`config.mk`:
```
export PLATFORM = sky130hd
export DESIGN_NAME = raster_plot_scanner
export DESIGN_NICKNAME = d
export VERILOG_FILES = /design/src/rtl/raster_plot_scanner.sv
export SDC_FILE = /design/constraint.sdc
export NUM_CORES = 1
export LEC_CHECK = 0
export CAP_MARGIN = 20
export CORE_MARGIN = 3
export CORE_UTILIZATION = 45
export CTS_BUF_LIST = sky130_fd_sc_hd__clkbuf_4 sky130_fd_sc_hd__clkbuf_8
export CTS_CLUSTER_SIZE = 8
export DETAILED_ROUTE_END_ITERATION = 10
export GPL_TIMING_DRIVEN = 0
export PLACE_DENSITY = 0.84
export SYNTH_ARGS = -nofsm -noshare
export SYNTH_HDL_FRONTEND = slang
export SYNTH_SLANG_ARGS = --single-unit
```
`constraint.sdc`:
```
create_clock -name clk_i -period 1.98 [get_ports clk_i]
set_clock_uncertainty 0.05 [all_clocks]
set_input_delay 0.198 -clock clk_i [delete_from_list [all_inputs] [get_ports clk_i]]
set_output_delay 0.198 -clock clk_i [all_outputs]
set_load 0.01 [all_outputs]
```
`src/rtl/raster_plot_scanner.sv`:
```
// ============================================================================
// raster_plot_scanner: walks a frame memory in raster order and streams one
// (x, y, colour) triple per pixel to a valid/ready plotter port.
// Optional build macro: SKIP_ZERO_COLOUR_EN (suppresses zero-colour pixels).
// Revision: 1.0
// ============================================================================
`default_nettype none

module raster_plot_scanner #(
  parameter int HORIZONTAL = 640,
  parameter int VERTICAL   = 480,
  parameter int COLOUR_W   = 3,
  parameter int X_W        = $clog2(HORIZONTAL),
  parameter int Y_W        = $clog2(VERTICAL),
  parameter int ADDR_W     = $clog2(HORIZONTAL*VERTICAL)
) (
  input  logic                clk_i,
  input  logic                rst_i,
  input  logic                start_i,
  output logic                busy_o,
  output logic                done_o,
  output logic [ADDR_W-1:0]   rd_addr_o,
  output logic                rd_en_o,
  input  logic [COLOUR_W-1:0] rd_data_i,
  output logic                plot_valid_o,
  input  logic                plot_ready_i,
  output logic [X_W-1:0]      x_o,
  output logic [Y_W-1:0]      y_o,
  output logic [COLOUR_W-1:0] colour_o
);

  localparam logic [X_W-1:0] X_LAST = X_W'(HORIZONTAL - 1);
  localparam logic [Y_W-1:0] Y_LAST = Y_W'(VERTICAL - 1);

  typedef enum logic [2:0] {
    S_IDLE  = 3'd0,
    S_FETCH = 3'd1,
    S_WAIT  = 3'd2,
    S_EMIT  = 3'd3,
    S_FIN   = 3'd4
  } state_t;

  state_t                state_q, state_d;
  logic [X_W-1:0]        x_q, x_d;
  logic [Y_W-1:0]        y_q, y_d;
  logic [ADDR_W-1:0]     addr_q, addr_d;
  logic [COLOUR_W-1:0]   colour_q, colour_d;
  logic                  plot_valid_q, plot_valid_d;
  logic                  done_q, done_d;
  logic                  advance;
  logic                  last_pixel;
  logic                  skip_pixel;

  assign last_pixel = (x_q == X_LAST) && (y_q == Y_LAST);

`ifdef SKIP_ZERO_COLOUR_EN
  assign skip_pixel = (rd_data_i == '0);
`else
  assign skip_pixel = 1'b0;
`endif

  always_comb begin
    state_d      = state_q;
    x_d          = x_q;
    y_d          = y_q;
    addr_d       = addr_q;
    colour_d     = colour_q;
    plot_valid_d = plot_valid_q;
    done_d       = 1'b0;
    advance      = 1'b0;

    case (state_q)
      S_IDLE: begin
        if (start_i) begin
          x_d     = '0;
          y_d     = '0;
          addr_d  = '0;
          state_d = S_FETCH;
        end
      end
      S_FETCH: begin
        state_d = S_WAIT;
      end
      S_WAIT: begin
        colour_d = rd_data_i;
        if (skip_pixel) begin
          advance = 1'b1;
        end else begin
          plot_valid_d = 1'b1;
          state_d      = S_EMIT;
        end
      end
      S_EMIT: begin
        if (plot_ready_i) begin
          plot_valid_d = 1'b0;
          advance      = 1'b1;
        end
      end
      S_FIN: begin
        done_d  = 1'b1;
        state_d = S_IDLE;
      end
      default: begin
        state_d = S_IDLE;
      end
    endcase

    // The linear address tracks x/y incrementally so no multiplier is needed.
    if (advance) begin
      if (last_pixel) begin
        state_d = S_FIN;
      end else begin
        state_d = S_FETCH;
        addr_d  = addr_q + ADDR_W'(1);
        if (x_q == X_LAST) begin
          x_d = '0;
          y_d = y_q + Y_W'(1);
        end else begin
          x_d = x_q + X_W'(1);
        end
      end
    end
  end

  always_ff @(posedge clk_i or posedge rst_i) begin
    if (rst_i) begin
      state_q      <= S_IDLE;
      x_q          <= '0;
      y_q          <= '0;
      addr_q       <= '0;
      colour_q     <= '0;
      plot_valid_q <= 1'b0;
      done_q       <= 1'b0;
    end else begin
      state_q      <= state_d;
      x_q          <= x_d;
      y_q          <= y_d;
      addr_q       <= addr_d;
      colour_q     <= colour_d;
      plot_valid_q <= plot_valid_d;
      done_q       <= done_d;
    end
  end

  assign busy_o       = (state_q != S_IDLE);
  assign done_o       = done_q;
  assign rd_en_o      = (state_q == S_FETCH);
  assign rd_addr_o    = addr_q;
  assign plot_valid_o = plot_valid_q;
  assign x_o          = x_q;
  assign y_o          = y_q;
  assign colour_o     = colour_q;

endmodule

`default_nettype wire

```
==> metrics.txt, run 1 <==
# TYPE chip_impl_metric gauge
chip_impl_info{name="result_of_the_run",value="finished with violations"} 1
chip_impl_info{name="violations_in_the_final_reports",value="setup timing"} 1
chip_impl_metric{name="total_switching_power",unit="uW"} 972.8
chip_impl_metric{name="layout_worst_path_cycle_share",unit="%"} 100.7
chip_impl_metric{name="clock_power_share",unit="%"} 24.1
chip_impl_metric{name="hold_violations",unit=""} 0
chip_impl_metric{name="clockBufferDepth",unit=""} 2
chip_impl_metric{name="detail_route.wl_per_cell",unit="um"} 16.67
chip_impl_metric{name="globalRouteOverflowTotal",unit=""} 0
chip_impl_metric{name="flow.area_growth_from_synthesis",unit="%"} 45.76
chip_impl_metric{name="worst-endpoint-required",unit="ns"} 2.16
chip_impl_metric{name="boundaryPins",unit=""} 52
chip_impl_metric{name="slew_violations",unit=""} 0
chip_impl_info{name="critical_path.endpoint_type",value="flip-flop"} 1
chip_impl_metric{name="drcViolationCount",unit=""} 0
chip_impl_metric{name="routed_wirelength",unit="mm"} 6.451
chip_impl_metric{name="gpl.final_weighted_congestion",unit=""} 0.8668
chip_impl_metric{name="vdd.ir_drop.worst",unit="uV"} 682.1
chip_impl_metric{name="drt_pre_antenna_iters",unit=""} 5
chip_impl_metric{name="postLayoutCoreUtil",unit="%"} 70.11
chip_impl_metric{name="cts_hold_buf",unit=""} 0
chip_impl_metric{name="clock.fmax",unit="MHz"} 501.4
chip_impl_metric{name="power.share.switching",unit="%"} 32.13
chip_impl_metric{name="slew_headroom",unit="%"} 60.29
chip_impl_metric{name="combinational_share_of_power",unit="%"} 36.6
chip_impl_metric{name="fp.dieW",unit="um"} 78.46
chip_impl_metric{name="final_layout_size_suffix_gt1_share",unit="%"} 25.94
chip_impl_metric{name="grt_first_pass_wirelength",unit="mm"} 10.17
chip_impl_metric{name="synthesis.nets",unit=""} 245
chip_impl_metric{name="start_util",unit="%"} 48.10
chip_impl_metric{name="dpl-instance-area",unit="um^2"} 2983
chip_impl_metric{name="leakage",unit="nW"} 1.435
chip_impl_metric{name="routed-via-count",unit=""} 2354
chip_impl_metric{name="dpl.cell_count",unit=""} 354
chip_impl_metric{name="async_reset_ff_share",unit="%"} 100.0
chip_impl_metric{name="num_antenna_cells",unit=""} 0
chip_impl_metric{name="ys_ff_latch",unit=""} 46
chip_impl_metric{name="number_of_warnings_issued_by_yosys",unit=""} 0
chip_impl_metric{name="power_per_cell_area",unit="nW/um^2"} 879.4
chip_impl_metric{name="dpl.hpwl",unit="mm"} 3.983
chip_impl_info{name="grt_setup_unrepaired",value="true"} 1
chip_impl_info{name="startpoint_types",value="flip-flop"} 1
chip_impl_metric{name="post_synthesis_cells",unit=""} 235
chip_impl_metric{name="placementRows",unit=""} 25
chip_impl_metric{name="total_grt_usage",unit="%"} 20.59
chip_impl_info{name="ctsRootBufferMaster",value="clkbuf_8"} 1
chip_impl_metric{name="finalNonFillerCells",unit=""} 387
chip_impl_metric{name="sequential_share_of_power",unit="%"} 39.3
chip_impl_metric{name="synth-seq-area-share",unit="%"} 48.73
chip_impl_info{name="crit_type",value="reg2reg"} 1
chip_impl_metric{name="timing.final.setup_violations",unit=""} 1
chip_impl_metric{name="layout.cell_area.non_filler",unit="um^2"} 3443
chip_impl_metric{name="whs",unit="ns"} 0.1913
chip_impl_metric{name="postRouteAntennaNets",unit=""} 0
chip_impl_metric{name="antenna_found_initial",unit=""} 0
chip_impl_metric{name="timing.max_cap.violations",unit=""} 0
chip_impl_info{name="min-delay-path-class",value="in2async"} 1
chip_impl_metric{name="multi_input_comb_area",unit="um^2"} 1240
chip_impl_metric{name="tritoncts_num_sinks",unit=""} 46
chip_impl_metric{name="design.die.area",unit="um^2"} 6155
chip_impl_metric{name="critical_path.max_fanout",unit=""} 10
chip_impl_metric{name="grt_pass1_vias",unit=""} 2137
chip_impl_metric{name="place_worst_setup_slack",unit="ns"} -0.3365
chip_impl_metric{name="worst_slew_pin_slew",unit="ns"} 0.5957
chip_impl_metric{name="numPortBuffers",unit=""} 51
chip_impl_metric{name="layout.nets",unit=""} 330
chip_impl_metric{name="floorplan.die.height",unit="um"} 78.46
chip_impl_metric{name="seqCellArea",unit="um^2"} 1164
chip_impl_metric{name="clk_transition_reported_paths",unit="ns"} 0.09
chip_impl_metric{name="internal_power_consumption",unit="mW"} 2.055
chip_impl_metric{name="p_total",unit="mW"} 3.028
chip_impl_metric{name="syn-mean-instance-area",unit="um^2"} 10.05
chip_impl_info{name="leading_register_cell_type_out_of_synthesis",value="dfrtp_1"} 1
chip_impl_metric{name="drt-initial-drc-count",unit=""} 108
chip_impl_metric{name="final.setup.tns",unit="ns"} -0.01449
chip_impl_metric{name="layout_min_cycle_time",unit="ns"} 1.994
chip_impl_metric{name="htree_num_levels",unit=""} 2
chip_impl_metric{name="route.detailed.vias_per_inst",unit=""} 6.083
chip_impl_metric{name="worstSkewPairLatency",unit="ns"} 0.31
chip_impl_metric{name="crit_arrival",unit="ns"} 2.18
chip_impl_metric{name="grt_start_max_net_pins",unit=""} 25
chip_impl_metric{name="synth.lib_cells_used.distinct",unit=""} 45
chip_impl_metric{name="core-area",unit="um^2"} 4911
chip_impl_metric{name="mappedNetlistArea",unit="um^2"} 2362
chip_impl_metric{name="synth_enable_flop_cells",unit=""} 0
chip_impl_metric{name="number_of_buffers_created_by_cts",unit=""} 5
chip_impl_metric{name="final_worst_slack",unit="ns"} -0.01449
chip_impl_metric{name="fill_cells",unit=""} 363
chip_impl_info{name="cts_tree",value="built"} 1
## per-layer routing
metal,vias to the layer above,track usage [%],part of all wire [%]
met2,117,34.85,49
li1,1063,-,-
met5,-,0,0
met3,18,4.358,5.5
met1,1156,26.13,42
met4,0,7.168,2.7
## cell families after synthesis
logic type | synth area share (%)
AOI/OAI and AO/OA | 18.43
and+or+nand+nor | 23.46
adders and majority gates | 1.589
muxes | 3.549
DFF | 48.73
buffers and inverters | 3.496
xor gates and xnor gates | 0.7417
## path summary, 6_finish.rpt
kind / start / endpoint / slack, ns / depth (start not counted)
setup / recovery: x_o[0] / rd_addr_o[5] / -0.01 / 7
hold / removal: rst_i / y_o[8] / 0.19 / 2
setup reg to reg: x_o[0] / rd_addr_o[5] / -0.01 / 7
hold reg to reg: rd_addr_o[18] / rd_addr_o[18] / 0.44 / 1
max in group asynchronous: rst_i / x_o[4] / 1.17 / 3
min in group clk_i: rd_addr_o[18] / rd_addr_o[18] / 0.44 / 1
## registers in the layout, summed over array words and instances (netlist names)
name and cells:
rd_addr_o 19, x_o 10, y_o 9, colour_o 3, state_q 3, done_o 1, plot_valid_o 1
## synth_stat cells (5+ instances only)
cell type,count,share of area [%]
mux2i_1,5,2.1
or3_1,5,1.3
and3_1,9,2.4
nand2_1,18,2.9
a21oi_1,11,2.3
dfrtp_1,46,49
o211ai_1,8,2.5
o21ai_0,11,2.3
a211o_1,5,1.9
buf_2,6,1.3
nor3_1,11,2.3
inv_1,8,1.3
nand4_1,8,2.1
nand3_1,18,3.8
o31ai_1,9,2.9
## placed cells by master (no fill, tap or decap), types with 4 or more instances in the layout
master / count
a211o_1: 5
a21oi_1: 8
and3_1: 9
buf_4: 25
buf_6: 5
clkbuf_8: 6
clkdlybuf4s50_1: 51
dfrtp_1: 36
dfrtp_2: 10
inv_1: 6
mux2i_1: 5
nand2_1: 18
nand3_1: 17
nand3b_1: 4
nand4_1: 8
nor2_1: 4
nor3_1: 8
nor3b_1: 4
o211ai_1: 8
o21ai_0: 7
o21ai_1: 4
o31ai_1: 9
## timing repair
| action | CTS | global route |
|---|---|---|
| gates resized for setup | 19 | 28 |
| hold endpoints to repair | 0 | 0 |
| endpoints found under the setup margin | 38 | 39 |
| setup buffers | 3 | 22 |
| pin swaps | 4 | 16 |
| cloned | 0 | 1 |
## critical path, cell delays in order (launching register included)
cell and delay [ns]:
dfrtp_1 0.40, ha_2 0.19, and2_4 0.17, and3_4 0.17, a21o_1 0.18, buf_6 0.15
or4_1 0.46, a21oi_1 0.15
## area by class of cell
class	instances	share of cell area, %
inverter	8	0.8721
multi-input combinational	170	36.01
timing repair buffer	78	21.00
buffer	11	2.616
clock buffer	6	2.398
sequential	46	33.79
clock inverter	1	0.8721
tap	67	2.435
## power groups by stage
| stage | registers (mW) | clock network [mW] | logic [mW] |
|---|---|---|---|
| detailed placement | 1.22 | 0 | 0.897 |
| CTS | 1.19 | 0.737 | 0.980 |
| finish | 1.19 | 0.730 | 1.11 |
| global placement | 1.21 | 0 | 0.865 |
| floorplan | 1.25 | 0 | 0.452 |
| global route | 1.22 | 0.783 | 1.21 |
Note: power is estimated with default switching activity, not from simulation.
==> inputs of run 2 (changes only) <==
CORE_ASPECT_RATIO = 1.4   (was not set)
MAX_ROUTING_LAYER = met4   (was not set)
PLACE_DENSITY = not set   (was 0.84)
PLACE_DENSITY_LB_ADDON = 0.25   (was not set)
==> run 2 against run 1 <==
The run now ends clean; final area fell by 2.6%; combinational power down 6%; sequential share of layout area is 0.83 points higher; critical path depth stayed put.
==> metrics.txt, run 2 (synthesis results as in run 1) <==
# TYPE chip_impl_metric gauge
chip_impl_metric{name="number_of_buffers_created_by_cts",unit=""} 5
chip_impl_metric{name="p_total",unit="mW"} 2.793
chip_impl_info{name="final_common_cell",value="clkdlybuf4s50_1"} 1
chip_impl_metric{name="whs",unit="ns"} 0.2173
chip_impl_metric{name="route.detailed.vias_per_inst",unit=""} 5.688
chip_impl_info{name="critical_path.endpoint_type",value="flip-flop"} 1
chip_impl_metric{name="cts_hold_buf",unit=""} 0
chip_impl_info{name="layout_common_cells",value="clkdlybuf4s50_1, dfrtp_1, buf_4"} 1
chip_impl_metric{name="globalRouteOverflowTotal",unit=""} 0
chip_impl_metric{name="drt-initial-drc-count",unit=""} 130
chip_impl_metric{name="flow.area_growth_from_synthesis",unit="%"} 41.95
chip_impl_metric{name="slew_violations",unit=""} 0
chip_impl_metric{name="numPortBuffers",unit=""} 51
chip_impl_metric{name="grt_start_max_net_pins",unit=""} 25
chip_impl_metric{name="power_per_cell_area",unit="nW/um^2"} 832.8
chip_impl_metric{name="gpl.final_weighted_congestion",unit=""} 0.7663
chip_impl_metric{name="fp.dieW",unit="um"} 67.24
chip_impl_metric{name="timing.max_cap.violations",unit=""} 0
chip_impl_metric{name="largest_reg_flops",unit=""} 19
chip_impl_metric{name="num_antenna_cells",unit=""} 0
chip_impl_metric{name="antenna_found_initial",unit=""} 0
chip_impl_metric{name="worst_slew_pin_slew",unit="ns"} 0.5743
chip_impl_info{name="cts_tree",value="built"} 1
chip_impl_metric{name="clockBufferDepth",unit=""} 2
chip_impl_metric{name="clock.fmax",unit="MHz"} 507.6
chip_impl_metric{name="slew_headroom",unit="%"} 61.63
chip_impl_metric{name="worstSkewPairLatency",unit="ns"} 0.29
chip_impl_metric{name="leakage",unit="nW"} 1.419
chip_impl_info{name="crit_type",value="reg2reg"} 1
chip_impl_metric{name="layout.nets",unit=""} 328
chip_impl_metric{name="routed-via-count",unit=""} 2173
chip_impl_metric{name="dpl-instance-area",unit="um^2"} 2987
chip_impl_metric{name="final_layout_size_suffix_gt1_share",unit="%"} 22.01
chip_impl_metric{name="layout_min_cycle_time",unit="ns"} 1.970
chip_impl_metric{name="final.setup.tns",unit="ns"} 0
chip_impl_metric{name="detail_route.wl_per_cell",unit="um"} 15.46
chip_impl_metric{name="layout.cell_area.non_filler",unit="um^2"} 3353
chip_impl_metric{name="floorplan.die.height",unit="um"} 91.73
chip_impl_metric{name="crit_arrival",unit="ns"} 2.14
chip_impl_metric{name="layout_worst_path_cycle_share",unit="%"} 99.50
chip_impl_metric{name="worst-endpoint-required",unit="ns"} 2.15
chip_impl_metric{name="critical_path.max_fanout",unit=""} 10
chip_impl_metric{name="timing.final.setup_violations",unit=""} 0
chip_impl_metric{name="grt_pass1_vias",unit=""} 2054
chip_impl_metric{name="total_grt_usage",unit="%"} 20.19
chip_impl_metric{name="placementRows",unit=""} 30
chip_impl_metric{name="drcViolationCount",unit=""} 0
chip_impl_metric{name="tritoncts_num_sinks",unit=""} 46
chip_impl_metric{name="core-area",unit="um^2"} 4955
chip_impl_metric{name="htree_num_levels",unit=""} 2
chip_impl_metric{name="routed_wirelength",unit="mm"} 5.907
chip_impl_metric{name="vdd.ir_drop.worst",unit="uV"} 532.3
chip_impl_metric{name="boundaryPins",unit=""} 52
chip_impl_info{name="ctsRootBufferMaster",value="clkbuf_8"} 1
chip_impl_metric{name="grt_first_pass_wirelength",unit="mm"} 9.349
chip_impl_metric{name="dpl.hpwl",unit="mm"} 3.876
chip_impl_info{name="startpoint_types",value="flip-flop"} 1
chip_impl_metric{name="start_util",unit="%"} 47.68
chip_impl_metric{name="design.die.area",unit="um^2"} 6167
chip_impl_info{name="result_of_the_run",value="finished, final reports clean"} 1
chip_impl_metric{name="hold_violations",unit=""} 0
chip_impl_info{name="grt_setup_unrepaired",value="true"} 1
chip_impl_metric{name="drt_pre_antenna_iters",unit=""} 4
chip_impl_metric{name="clk_transition_reported_paths",unit="ns"} 0.08
chip_impl_metric{name="reg2reg_slack",unit="ns"} 0.01
chip_impl_metric{name="finalNonFillerCells",unit=""} 382
chip_impl_info{name="min-delay-path-class",value="in2async"} 1
chip_impl_metric{name="postRouteAntennaNets",unit=""} 0
chip_impl_metric{name="dpl.cell_count",unit=""} 351
-- run 2: changes by cell type in the layout (fill, tap and decap cells not counted), moves of 3 or more --
cell	change
o21ai_1	-3
buf_2	+3
a21oi_2	-3
o21ai_0	+3
a21oi_1	+3
-- run 2: path summary, 6_finish.rpt --
check / from / endpoint / cells after the start
setup / recovery: x_o[1] / rd_addr_o[5] / 7
hold / removal: rst_i / rd_addr_o[8] / 2
setup reg to reg: x_o[1] / rd_addr_o[5] / 7
hold reg to reg: plot_valid_o / plot_valid_o / 1
max in group asynchronous: rst_i / x_o[6] / 3
min in group clk_i: plot_valid_o / plot_valid_o / 1
-- run 2: critical path, cell delays in order (launching register included) --
cell     delay (ns)
dfrtp_1        0.40
ha_2           0.20
and2_4         0.16
and3_4         0.17
a21o_1         0.17
buf_6          0.14
or4_1          0.47
a21oi_1        0.13
-- run 2: power by group --
part | total [mW] | internal [mW] | leakage, nW | switching (mW)
Clock | 0.566 | 0.271 | 0.0452 | 0.295
Sequential | 1.19 | 1.08 | 0.606 | 0.115
Combinational | 1.04 | 0.536 | 0.768 | 0.501
Total | 2.79 | 1.88 | 1.42 | 0.911
-- run 2: area by class of cell --
class / instances / area, um^2
fill: 392 / 1602
multi-input combinational: 170 / 1197
sequential: 46 / 1161
timing repair buffer: 76 / 721.9
clock buffer: 7 / 83.83
tap: 64 / 80.08
buffer: 11 / 78.83
inverter: 8 / 30.03
-- run 2: metal layers --
metal | up-vias | track usage [%] | wire length, um | share of wire [%]
li1 | 1055 | - | - | -
met4 | 0 | 7.783 | 119 | 2.0
met3 | 10 | 3.431 | 220 | 3.7
met1 | 1051 | 22.98 | 2446 | 41
met5 | - | - | 0 | 0
met2 | 57 | 34.54 | 3120 | 53
-- run 2: per-stage QoR --
| stage | setup slack (ns) | util (%) |
|---|---|---|
| detailed placement | -0.3684 | 60.28 |
| finish | 0.009985 | 67.68 |
| CTS | -0.006985 | 64.37 |
| global placement | -0.3187 | 59.72 |
| global route | -0.06896 | 67.68 |
| floorplan | 0.005796 | - |
-- run 2: what timing repair did --
action / in CTS / in global routing
gates resized for setup: 11 / 21
pin swaps: 6 / 8
buffers inserted: 8 / 15
setup endpoints to repair: 38 / 27
cloned: 1 / 0
==> inputs of run 3 (changes only) <==
==> constraint.sdc (replaced) <==
create_clock -name clk_i -period 2.5 [get_ports clk_i]
set_clock_uncertainty 0.05 [all_clocks]
set_input_delay 0.25 -clock clk_i [delete_from_list [all_inputs] [get_ports clk_i]]
set_output_delay 0.25 -clock clk_i [all_outputs]
set_load 0.005 [all_outputs]
==> run 3 against run 2 <==
Maximum frequency is 10% lower; critical endpoint is now rd_addr_o[13]; utilization is 5.3 points lower; flip-flop and latch count stayed put; non-clock buffer count is 24 lower; cell count is 6.0% lower; largest power group unchanged; first-iteration DRC count is 18% lower.
==> metrics.txt, run 3 (synthesis results as in run 1) <==
# TYPE chip_impl_metric gauge
chip_impl_info{name="result_of_the_run",value="finished, final reports clean"} 1
chip_impl_metric{name="start_util",unit="%"} 47.68
chip_impl_info{name="slowest_stage",value="a2111oi_2"} 1
chip_impl_info{name="crit_type",value="reg2reg"} 1
chip_impl_metric{name="antenna_found_initial",unit=""} 0
chip_impl_metric{name="slew_headroom",unit="%"} 57.49
chip_impl_info{name="crit-reg2reg-capture",value="rd_addr_o[13]"} 1
chip_impl_info{name="worstPathCellList",value="ha_1 > and2_2 > and3_4 > a2111oi_2 > a21oi_1 > a21bo_2"} 1
chip_impl_metric{name="floorplan.die.height",unit="um"} 91.73
chip_impl_metric{name="slew_violations",unit=""} 0
chip_impl_info{name="min-delay-path-class",value="in2async"} 1
chip_impl_metric{name="cts_hold_buf",unit=""} 0
chip_impl_metric{name="postRouteAntennaNets",unit=""} 0
chip_impl_metric{name="total_grt_usage",unit="%"} 18.55
chip_impl_metric{name="gpl.final_weighted_congestion",unit=""} 0.7562
chip_impl_metric{name="critical_path.n_buffers_inverters",unit=""} 0
chip_impl_info{name="layout_common_cells",value="clkdlybuf4s50_1, dfrtp_1, nand3_1, nand2_1"} 1
chip_impl_metric{name="clk_transition_reported_paths",unit="ns"} 0.08
chip_impl_metric{name="cts_resized",unit=""} 0
chip_impl_metric{name="placementRows",unit=""} 30
chip_impl_metric{name="globalRouteOverflowTotal",unit=""} 0
chip_impl_metric{name="grt_first_pass_wirelength",unit="mm"} 8.707
chip_impl_metric{name="final.setup.tns",unit="ns"} 0
chip_impl_metric{name="layout.nets",unit=""} 304
chip_impl_metric{name="htree_num_levels",unit=""} 2
chip_impl_metric{name="post-cts-setup-buffer-count",unit=""} 0
chip_impl_info{name="critical_path.endpoint_type",value="flip-flop"} 1
chip_impl_metric{name="max_stage_delay",unit="ns"} 0.58
chip_impl_metric{name="boundaryPins",unit=""} 52
chip_impl_metric{name="final_layout_size_suffix_gt1_share",unit="%"} 11.19
chip_impl_metric{name="fp.dieW",unit="um"} 67.24
chip_impl_metric{name="dpl.hpwl",unit="mm"} 3.763
chip_impl_metric{name="layout_worst_path_cycle_share",unit="%"} 87.98
chip_impl_info{name="ctsRootBufferMaster",value="clkbuf_8"} 1
chip_impl_metric{name="design.die.area",unit="um^2"} 6167
chip_impl_info{name="cpLargestDelayFamily",value="compound AO/OA/AOI/OAI gates"} 1
chip_impl_metric{name="worst-endpoint-required",unit="ns"} 2.64
chip_impl_info{name="grt_setup_unrepaired",value="false"} 1
chip_impl_metric{name="largest_reg_flops",unit=""} 19
chip_impl_metric{name="power_per_cell_area",unit="nW/um^2"} 686.0
chip_impl_metric{name="clock.fmax",unit="MHz"} 454.6
chip_impl_metric{name="leakage",unit="nW"} 1.287
chip_impl_metric{name="tritoncts_num_sinks",unit=""} 46
chip_impl_metric{name="number_of_buffers_created_by_cts",unit=""} 5
chip_impl_metric{name="grt_pass1_vias",unit=""} 1887
chip_impl_metric{name="drt-initial-drc-count",unit=""} 107
chip_impl_metric{name="clockBufferDepth",unit=""} 2
chip_impl_metric{name="drt_pre_antenna_iters",unit=""} 4
chip_impl_metric{name="timing.max_cap.violations",unit=""} 0
chip_impl_metric{name="path_depth_of_the_worst_reg2reg_path",unit=""} 6
chip_impl_info{name="final_common_cell",value="clkdlybuf4s50_1"} 1
chip_impl_info{name="cts_tree",value="built"} 1
chip_impl_metric{name="detail_route.wl_per_cell",unit="um"} 14.76
chip_impl_metric{name="p_total",unit="mW"} 2.119
chip_impl_metric{name="crit_arrival",unit="ns"} 2.34
chip_impl_metric{name="drcViolationCount",unit=""} 0
chip_impl_metric{name="routed-via-count",unit=""} 2058
chip_impl_metric{name="layout_min_cycle_time",unit="ns"} 2.199
chip_impl_metric{name="critical_path.max_fanout",unit=""} 6
chip_impl_metric{name="worstSkewPairLatency",unit="ns"} 0.29
chip_impl_metric{name="core-area",unit="um^2"} 4955
chip_impl_metric{name="grt_start_max_net_pins",unit=""} 25
chip_impl_metric{name="worst_slew_pin_slew",unit="ns"} 0.6365
chip_impl_metric{name="vdd.ir_drop.worst",unit="uV"} 385.8
chip_impl_info{name="startpoint_types",value="flip-flop"} 1
chip_impl_metric{name="route.detailed.vias_per_inst",unit=""} 5.733
chip_impl_metric{name="flow.area_growth_from_synthesis",unit="%"} 30.77
chip_impl_metric{name="reg2reg_slack",unit="ns"} 0.30
chip_impl_info{name="reg2reg_from",value="x_o[0]"} 1
chip_impl_metric{name="timing.final.setup_violations",unit=""} 0
chip_impl_metric{name="hold_violations",unit=""} 0
chip_impl_metric{name="numPortBuffers",unit=""} 51
chip_impl_metric{name="routed_wirelength",unit="mm"} 5.300
chip_impl_metric{name="num_antenna_cells",unit=""} 0
[run 3: cell types whose count changed in the layout (fill, tap and decap cells not counted), sizes merged]
cell / delta
clkdlybuf4s50: +1
dlymetal6s2s: -1
clkbuf: +2
buf: -25
[run 3: area by class of cell]
| class | count | area [um^2] |
|---|---|---|
| Fill cell | 458 | 1866 |
| Sequential cell | 46 | 1151 |
| Multi-Input combinational cell | 170 | 1135 |
| Timing Repair Buffer | 52 | 530.5 |
| Clock buffer | 8 | 110.1 |
| Tap cell | 64 | 80.08 |
| Buffer | 11 | 52.55 |
| Inverter | 8 | 30.03 |
[run 3: power by group]
part / switching, mW / internal [mW] / total (mW)
registers: 0.0999 / 0.850 / 0.950
logic: 0.307 / 0.344 / 0.651
clock network: 0.239 / 0.279 / 0.518
total: 0.646 / 1.47 / 2.12
[run 3: worst max-delay path by stage]
stage                      start             to  cells past startpoint
finish                    x_o[0]  rd_addr_o[13]                      6
global route              y_o[0]         x_o[2]                      8
CTS                       y_o[0]   rd_addr_o[4]                      8
detailed placement  plot_ready_i         y_o[5]                      7
global placement    plot_ready_i         y_o[5]                      7
floorplan                 x_o[0]   rd_addr_o[5]                      7
[run 3: metal layers]
layer | share of wire [%] | vias to the layer above | track usage, %
met1 | 44 | 999 | 22.55
met2 | 51 | 45 | 30.60
met4 | 1.5 | 0 | 5.753
met3 | 3.6 | 7 | 3.676
li1 | - | 1007 | -
met5 | 0 | - | -
[run 3: per-stage QoR]
stage	setup WS (ns)	instances	hold slack, ns	area (um^2)	utilization, %
2_1_floorplan	0.4619	235	0.3046	2362	-
3_3_place_gp	0.1493	350	0.4118	2953	59.60
3_5_place_dp	0.1235	351	0.4211	2973	60.00
4_1_cts	0.1590	359	0.2623	3083	62.22
5_1_grt	0.1139	359	0.3060	3089	62.35
6_report	0.3005	359	0.2478	3089	62.35
